===== src/rtl/limn2600_timer.sv =====
// limn2600_timer: memory-mapped interval timer and interrupt source on the Limn2600 bus.
// Define LIMN2600_TIMER_PRESCALE_EN to add the 16-bit PRESCALE register at offset 0x10.
module limn2600_timer #(
  parameter logic [31:0] BASE  = 32'hF000_0000,
  parameter int          WIDTH = 32
) (
  input  logic        clk,
  input  logic        rst,
  input  logic        cs,
  input  logic        we,
  input  logic [31:0] addr,
  input  logic [31:0] data_in,
  output logic [31:0] data_out,
  output logic        rdy,
  output logic        irq
);

  // state | meaning
  // IDLE  | waiting for a cs cycle that hits the window
  // ACK   | rdy high for one cycle, data_out carries the latched read value
  // HOLD  | cs still held after ACK; wait for release before accepting again
  typedef enum logic [1:0] {IDLE, ACK, HOLD} state_t;
  state_t state, state_nxt;

  logic             ctrl_en, ctrl_ie, ctrl_auto;
  logic [WIDTH-1:0] reload, count;
  logic             pending;
  logic [31:0]      rd_data, rd_mux;
  logic             hit, access;
  logic             wr_ctrl, wr_reload, wr_count, wr_status;
  logic             tick, cnt_step, expire;
  logic             unused_addr_lsb;

  assign unused_addr_lsb = ^addr[1:0];

  assign hit       = cs && (addr[31:5] == BASE[31:5]);
  assign access    = (state == IDLE) && hit;
  assign wr_ctrl   = access && we && (addr[4:2] == 3'd0);
  assign wr_reload = access && we && (addr[4:2] == 3'd1);
  assign wr_count  = access && we && (addr[4:2] == 3'd2);
  assign wr_status = access && we && (addr[4:2] == 3'd3);

`ifdef LIMN2600_TIMER_PRESCALE_EN
  logic [15:0] prescale, pcnt;
  logic        wr_prescale;

  assign wr_prescale = access && we && (addr[4:2] == 3'd4);
  assign tick        = (pcnt == prescale);

  always_ff @(posedge clk or negedge rst) begin
    if (!rst) begin
      prescale <= '0;
      pcnt     <= '0;
    end else begin
      if (wr_prescale)
        prescale <= data_in[15:0];
      if (wr_prescale || wr_ctrl)
        pcnt <= '0;
      else if (ctrl_en)
        pcnt <= tick ? 16'd0 : pcnt + 16'd1;
    end
  end
`else
  assign tick = 1'b1;
`endif

  // A CTRL or COUNT write owns the edge: no decrement and no expiry alongside it.
  assign cnt_step = ctrl_en && tick && !wr_ctrl && !wr_count;
  assign expire   = cnt_step && (count <= WIDTH'(1));

  always_ff @(posedge clk or negedge rst) begin
    if (!rst) begin
      ctrl_en   <= 1'b0;
      ctrl_ie   <= 1'b0;
      ctrl_auto <= 1'b0;
      reload    <= '0;
      count     <= '0;
      pending   <= 1'b0;
    end else begin
      if (wr_ctrl) begin
        ctrl_en   <= data_in[0];
        ctrl_ie   <= data_in[1];
        ctrl_auto <= data_in[2];
      end else if (expire && !ctrl_auto) begin
        ctrl_en <= 1'b0;
      end

      if (wr_reload)
        reload <= data_in[WIDTH-1:0];

      if (wr_count)
        count <= data_in[WIDTH-1:0];
      else if (expire)
        count <= ctrl_auto ? reload : '0;
      else if (cnt_step)
        count <= count - WIDTH'(1);

      // Expiry beats a simultaneous clear so no interrupt is lost.
      if (expire)
        pending <= 1'b1;
      else if (wr_status && data_in[0])
        pending <= 1'b0;
    end
  end

  assign irq = pending && ctrl_ie;

  always_comb begin
    rd_mux = '0;
    case (addr[4:2])
      3'd0:    rd_mux = {29'd0, ctrl_auto, ctrl_ie, ctrl_en};
      3'd1:    rd_mux = 32'(reload);
      3'd2:    rd_mux = 32'(count);
      3'd3:    rd_mux = {31'd0, pending};
`ifdef LIMN2600_TIMER_PRESCALE_EN
      3'd4:    rd_mux = {16'd0, prescale};
`endif
      default: rd_mux = '0;
    endcase
  end

  always_ff @(posedge clk or negedge rst) begin
    if (!rst)
      rd_data <= '0;
    else if (access)
      rd_data <= we ? 32'd0 : rd_mux;
  end

  always_ff @(posedge clk or negedge rst) begin
    if (!rst)
      state <= IDLE;
    else
      state <= state_nxt;
  end

  always_comb begin
    state_nxt = state;
    case (state)
      IDLE:    if (hit) state_nxt = ACK;
      ACK:     state_nxt = cs ? HOLD : IDLE;
      HOLD:    if (!cs) state_nxt = IDLE;
      default: state_nxt = IDLE;
    endcase
  end

  always_comb begin
    rdy      = 1'b0;
    data_out = '0;
    if (state == ACK) begin
      rdy      = 1'b1;
      data_out = rd_data;
    end
  end

endmodule


===== config.mk =====
export PLATFORM = sky130hd
export DESIGN_NAME = limn2600_timer
export DESIGN_NICKNAME = d
export VERILOG_FILES = /design/src/rtl/limn2600_timer.sv
export SDC_FILE = /design/constraint.sdc
export NUM_CORES = 1
export LEC_CHECK = 0
export BUFFER_PORTS_ARGS = -buffer_cell sky130_fd_sc_hd__clkbuf_2
export CAP_MARGIN = 20
export CORE_ASPECT_RATIO = 2
export CORE_UTILIZATION = 57
export CTS_CLUSTER_DIAMETER = 80
export DETAILED_ROUTE_END_ITERATION = 12
export GPL_TIMING_DRIVEN = 0
export PLACE_DENSITY = 0.81
export SKIP_CTS_REPAIR_TIMING = 1
export SYNTH_ARGS = -nofsm -noshare
export SYNTH_HDL_FRONTEND = slang
export SYNTH_SLANG_ARGS = --single-unit

===== constraint.sdc =====
create_clock -name clk -period 2.95 [get_ports clk]
set_input_delay 0.295 -clock clk [delete_from_list [all_inputs] [get_ports clk]]
set_output_delay 0.295 -clock clk [all_outputs]
set_load 0.05 [all_outputs]

==> flow_metrics.tcl <==
set metrics [dict create \
    clk_latency_ns 0.35 \
    cpPeakStageDelay_ns 0.57 \
    post-place-ws_ns -0.369 \
    critical_path.slowest_cell "or4_4" \
    cts_buffer_depth 2 \
    utilization_pct 69.5 \
    clk_pin_slew_worst_paths_ns 0.07 \
    p_clk_share_pct 45.7 \
    grt_pass1_wl_mm 28.3 \
    avgSynthCellArea_sq_um 9.94 \
    htree_num_levels 3 \
    yosysWarnings 0 \
    comb_power_share_pct 4.3 \
    final_layout_size_suffix_gt1_share_pct 26.3 \
    routedWlPerCell_um 22.4 \
    cts.sinks 102 \
    fillerInstances 839 \
    crit_chain "or4_4 -> buf_6 -> or4_4 -> nor3_4 -> a311oi_1 -> nor4_1 -> a221o_1" \
    io_buffer_count 97 \
    clock_skew_ns 0.00911 \
    most-common-layout-cells "dfrtp_1, clkbuf_2, a22oi_1" \
    grt_pass1_vias 5463 \
    multiInputGateArea_sq_um 2980 \
    violations "hold timing" \
    seqCellArea_sq_um 2550 \
    rsz0062_at_grt "true" \
    syn_inst 583 \
    finalWeightedCongestion 0.942 \
    synth_ff_type "dfrtp_1" \
    core_area_sq_um 9830 \
    start_util_pct 59.0 \
    vias 5443 \
    peakVddDrop_uv 336 \
    viasPerCell 6.57 \
    fmax_mhz 348 \
    power_density_nw_per_um2 409 \
    grt_max_degree 59 \
    holdCritPathClass "in -> async" \
    ys_ff_latch 102 \
    finalHoldViolCount 11 \
    drtIter0Drc 493 \
    fin_crit_ns 2.88 \
    die_h_um 145 \
    n_antenna_cell 0 \
    cts_buffers 9 \
    cp-start-kind "flop" \
    seq_power_share_pct 50.0 \
    die-area_sq_um 10600 \
    die_x_um 73.3 \
    synth_edf_count 0 \
    async_reset_ff_share_pct 100 \
    critical_path.top_delay_family "simple AND/OR/NAND/NOR gates" \
    setup_ws_ns 0.0725 \
    setup_viol 0 \
    status "finished, violations left" \
    fin_hold_ws_ns -0.0219 \
    drv_cap 0 \
    path_max_fanout 7 \
    crit_top_cell "or4_4" \
    ant_nets 0 \
    dr.pass1.iters 5 \
    grt_usage_pct 37.0 \
    switching_power_mw 0.639 \
    swShare_pct 22.9 \
    power.total_mw 2.79 \
    slew_headroom_pct 49.8 \
    tritoncts "yes" \
    end_kind "flop" \
    ys_types 58 \
    internal_power_mw 2.15 \
    antenna_found_initial 0 \
    fin_crit_sh_pct 97.5 \
    syn_area_sq_um 5800 \
    area_growth_pct 17.8 \
    required_ns 3.24 \
    overflow 0 \
    ys_seq_area_share_pct 44.0 \
    cts_root_buf "clkbuf_16" \
    drt-total-wl_mm 18.6 \
    worstPathArrival_ns 3.17 \
    fin_nets 762 \
    dp_hpwl_mm 14.0 \
    stdcell_count 829 \
    leakage_nw 3.22 \
    rows 51 \
    syn_nets 653 \
    finalMaxSlewViolations 0 \
    crit_buf_inv 1 \
    worst_pin_slew_ns 0.748 \
    placed_cells 813 \
    final_common_cell "dfrtp_1" \
    ioPinCount 102 \
    drcViolationCount 0 \
    crit_type "reg -> reg" \
]
-- final timing paths --
kind	cells after the start	slack, ns	from	end
worst min register to register	2	0.47	rd_data[1]	rd_data[1]
worst min-delay path	1	-0.02	rst	rd_data[15]
min in group clk	2	0.17	cs	state[1]
worst max register to register	7	0.07	count[6]	count[18]
max in group asynchronous	2	2.26	rst	reload[3]
worst max-delay path	7	0.07	count[6]	count[18]
-- cell type report --
type | instances | area share (%)
well taps | 132 | 2.42
repair buffers | 99 | 7.62
plain buffers | 52 | 3.74
multi-input cells | 418 | 43.6
flip-flops and latches | 102 | 37.4
inverters | 10 | 0.550
clock buffers | 11 | 3.70
clock inverters | 5 | 0.953
-- synth_stat cells, types with 2 or more instances --
| cell | number | area, sq um |
|---|---|---|
| nand2b_1 | 2 | 12.5 |
| or2_2 | 3 | 18.8 |
| and4b_1 | 3 | 30.0 |
| dfrtp_1 | 102 | 2550 |
| buf_2 | 5 | 25.0 |
| nand2_1 | 43 | 161 |
| nor4b_1 | 2 | 17.5 |
| buf_4 | 4 | 30.0 |
| or4_1 | 3 | 22.5 |
| a311oi_1 | 2 | 17.5 |
| mux2i_1 | 2 | 20.0 |
| a31oi_1 | 7 | 43.8 |
| a211o_1 | 2 | 17.5 |
| nand3_1 | 9 | 45.0 |
| and3_1 | 2 | 12.5 |
| o41ai_1 | 2 | 17.5 |
| and4_1 | 2 | 17.5 |
| a21oi_1 | 25 | 125 |
| nor3_1 | 13 | 65.1 |
| a32oi_1 | 3 | 26.3 |
| a2bb2oi_1 | 3 | 26.3 |
| nor4_1 | 13 | 81.3 |
| ha_1 | 2 | 25.0 |
| or3_1 | 2 | 12.5 |
| o21ai_1 | 11 | 55.1 |
| nor3b_1 | 4 | 30.0 |
| and3_2 | 2 | 15.0 |
| and2_1 | 34 | 213 |
| nor4_4 | 2 | 42.5 |
| o21ai_0 | 11 | 55.1 |
| clkbuf_1 | 39 | 146 |
| nor2b_1 | 3 | 18.8 |
| nand4_1 | 6 | 37.5 |
| xor2_1 | 7 | 61.3 |
| a22oi_1 | 44 | 330 |
| a211oi_1 | 17 | 128 |
| a221o_1 | 17 | 170 |
| mux2_2 | 32 | 360 |
| o31ai_1 | 33 | 248 |
| nor2_1 | 21 | 78.8 |
| mux2_1 | 2 | 22.5 |
| or4_4 | 3 | 33.8 |
| inv_1 | 10 | 37.5 |
| xnor2_1 | 12 | 105 |
| buf_6 | 4 | 45.0 |
-- registers in the layout (all words and copies together), names as in the netlist --
name	flops
ctrl_en	1
ctrl_ie	1
count	32
reload	32
pending	1
rd_data	32
state	2
ctrl_auto	1
-- through the flow --
step	cell area, sq um	setup TNS, ns	hold slack (ns)
4_1_cts	6790	-6.68	0.00803
5_1_grt	6830	0	0.0423
2_1_floorplan	5800	0	-0.000591
3_3_place_gp	6450	-6.36	0.452
6_report	6830	0	-0.0219
3_5_place_dp	6480	-7.21	0.377
-- cells by family (layout without fill, tap and decap cells) --
group,after synthesis,count (layout),synth area share [%]
AND/OR/NAND/NOR,178,178,17.7
adder cells (fa/ha/maj),2,2,0.432
AO/OA/AOI/OAI,182,182,22.5
buffers and inverters,63,177,5.03
XOR/XNOR,19,19,2.87
multiplexers,37,37,7.34
flip-flops,102,102,44.0
-- layer usage --
| layer | global-route usage (%) | vias up | wire length, um |
|---|---|---|---|
| met5 | 0 | - | 0 |
| met4 | 28.5 | 0 | 1450 |
| met3 | 5.30 | 88 | 1180 |
| met2 | 66.8 | 277 | 9830 |
| met1 | 36.7 | 2643 | 6110 |
| li1 | - | 2435 | - |
-- power by group through the flow --
| stage | clock (mW) | sequential [mW] | combinational [mW] |
|---|---|---|---|
| floorplan | 0 | 1.43 | 0.0258 |
| global placement | 0 | 1.42 | 0.111 |
| detailed placement | 0 | 1.42 | 0.120 |
| CTS | 1.28 | 1.40 | 0.120 |
| global route | 1.33 | 1.40 | 0.132 |
| finish | 1.28 | 1.40 | 0.120 |
Power figures use the tool's default switching activity.
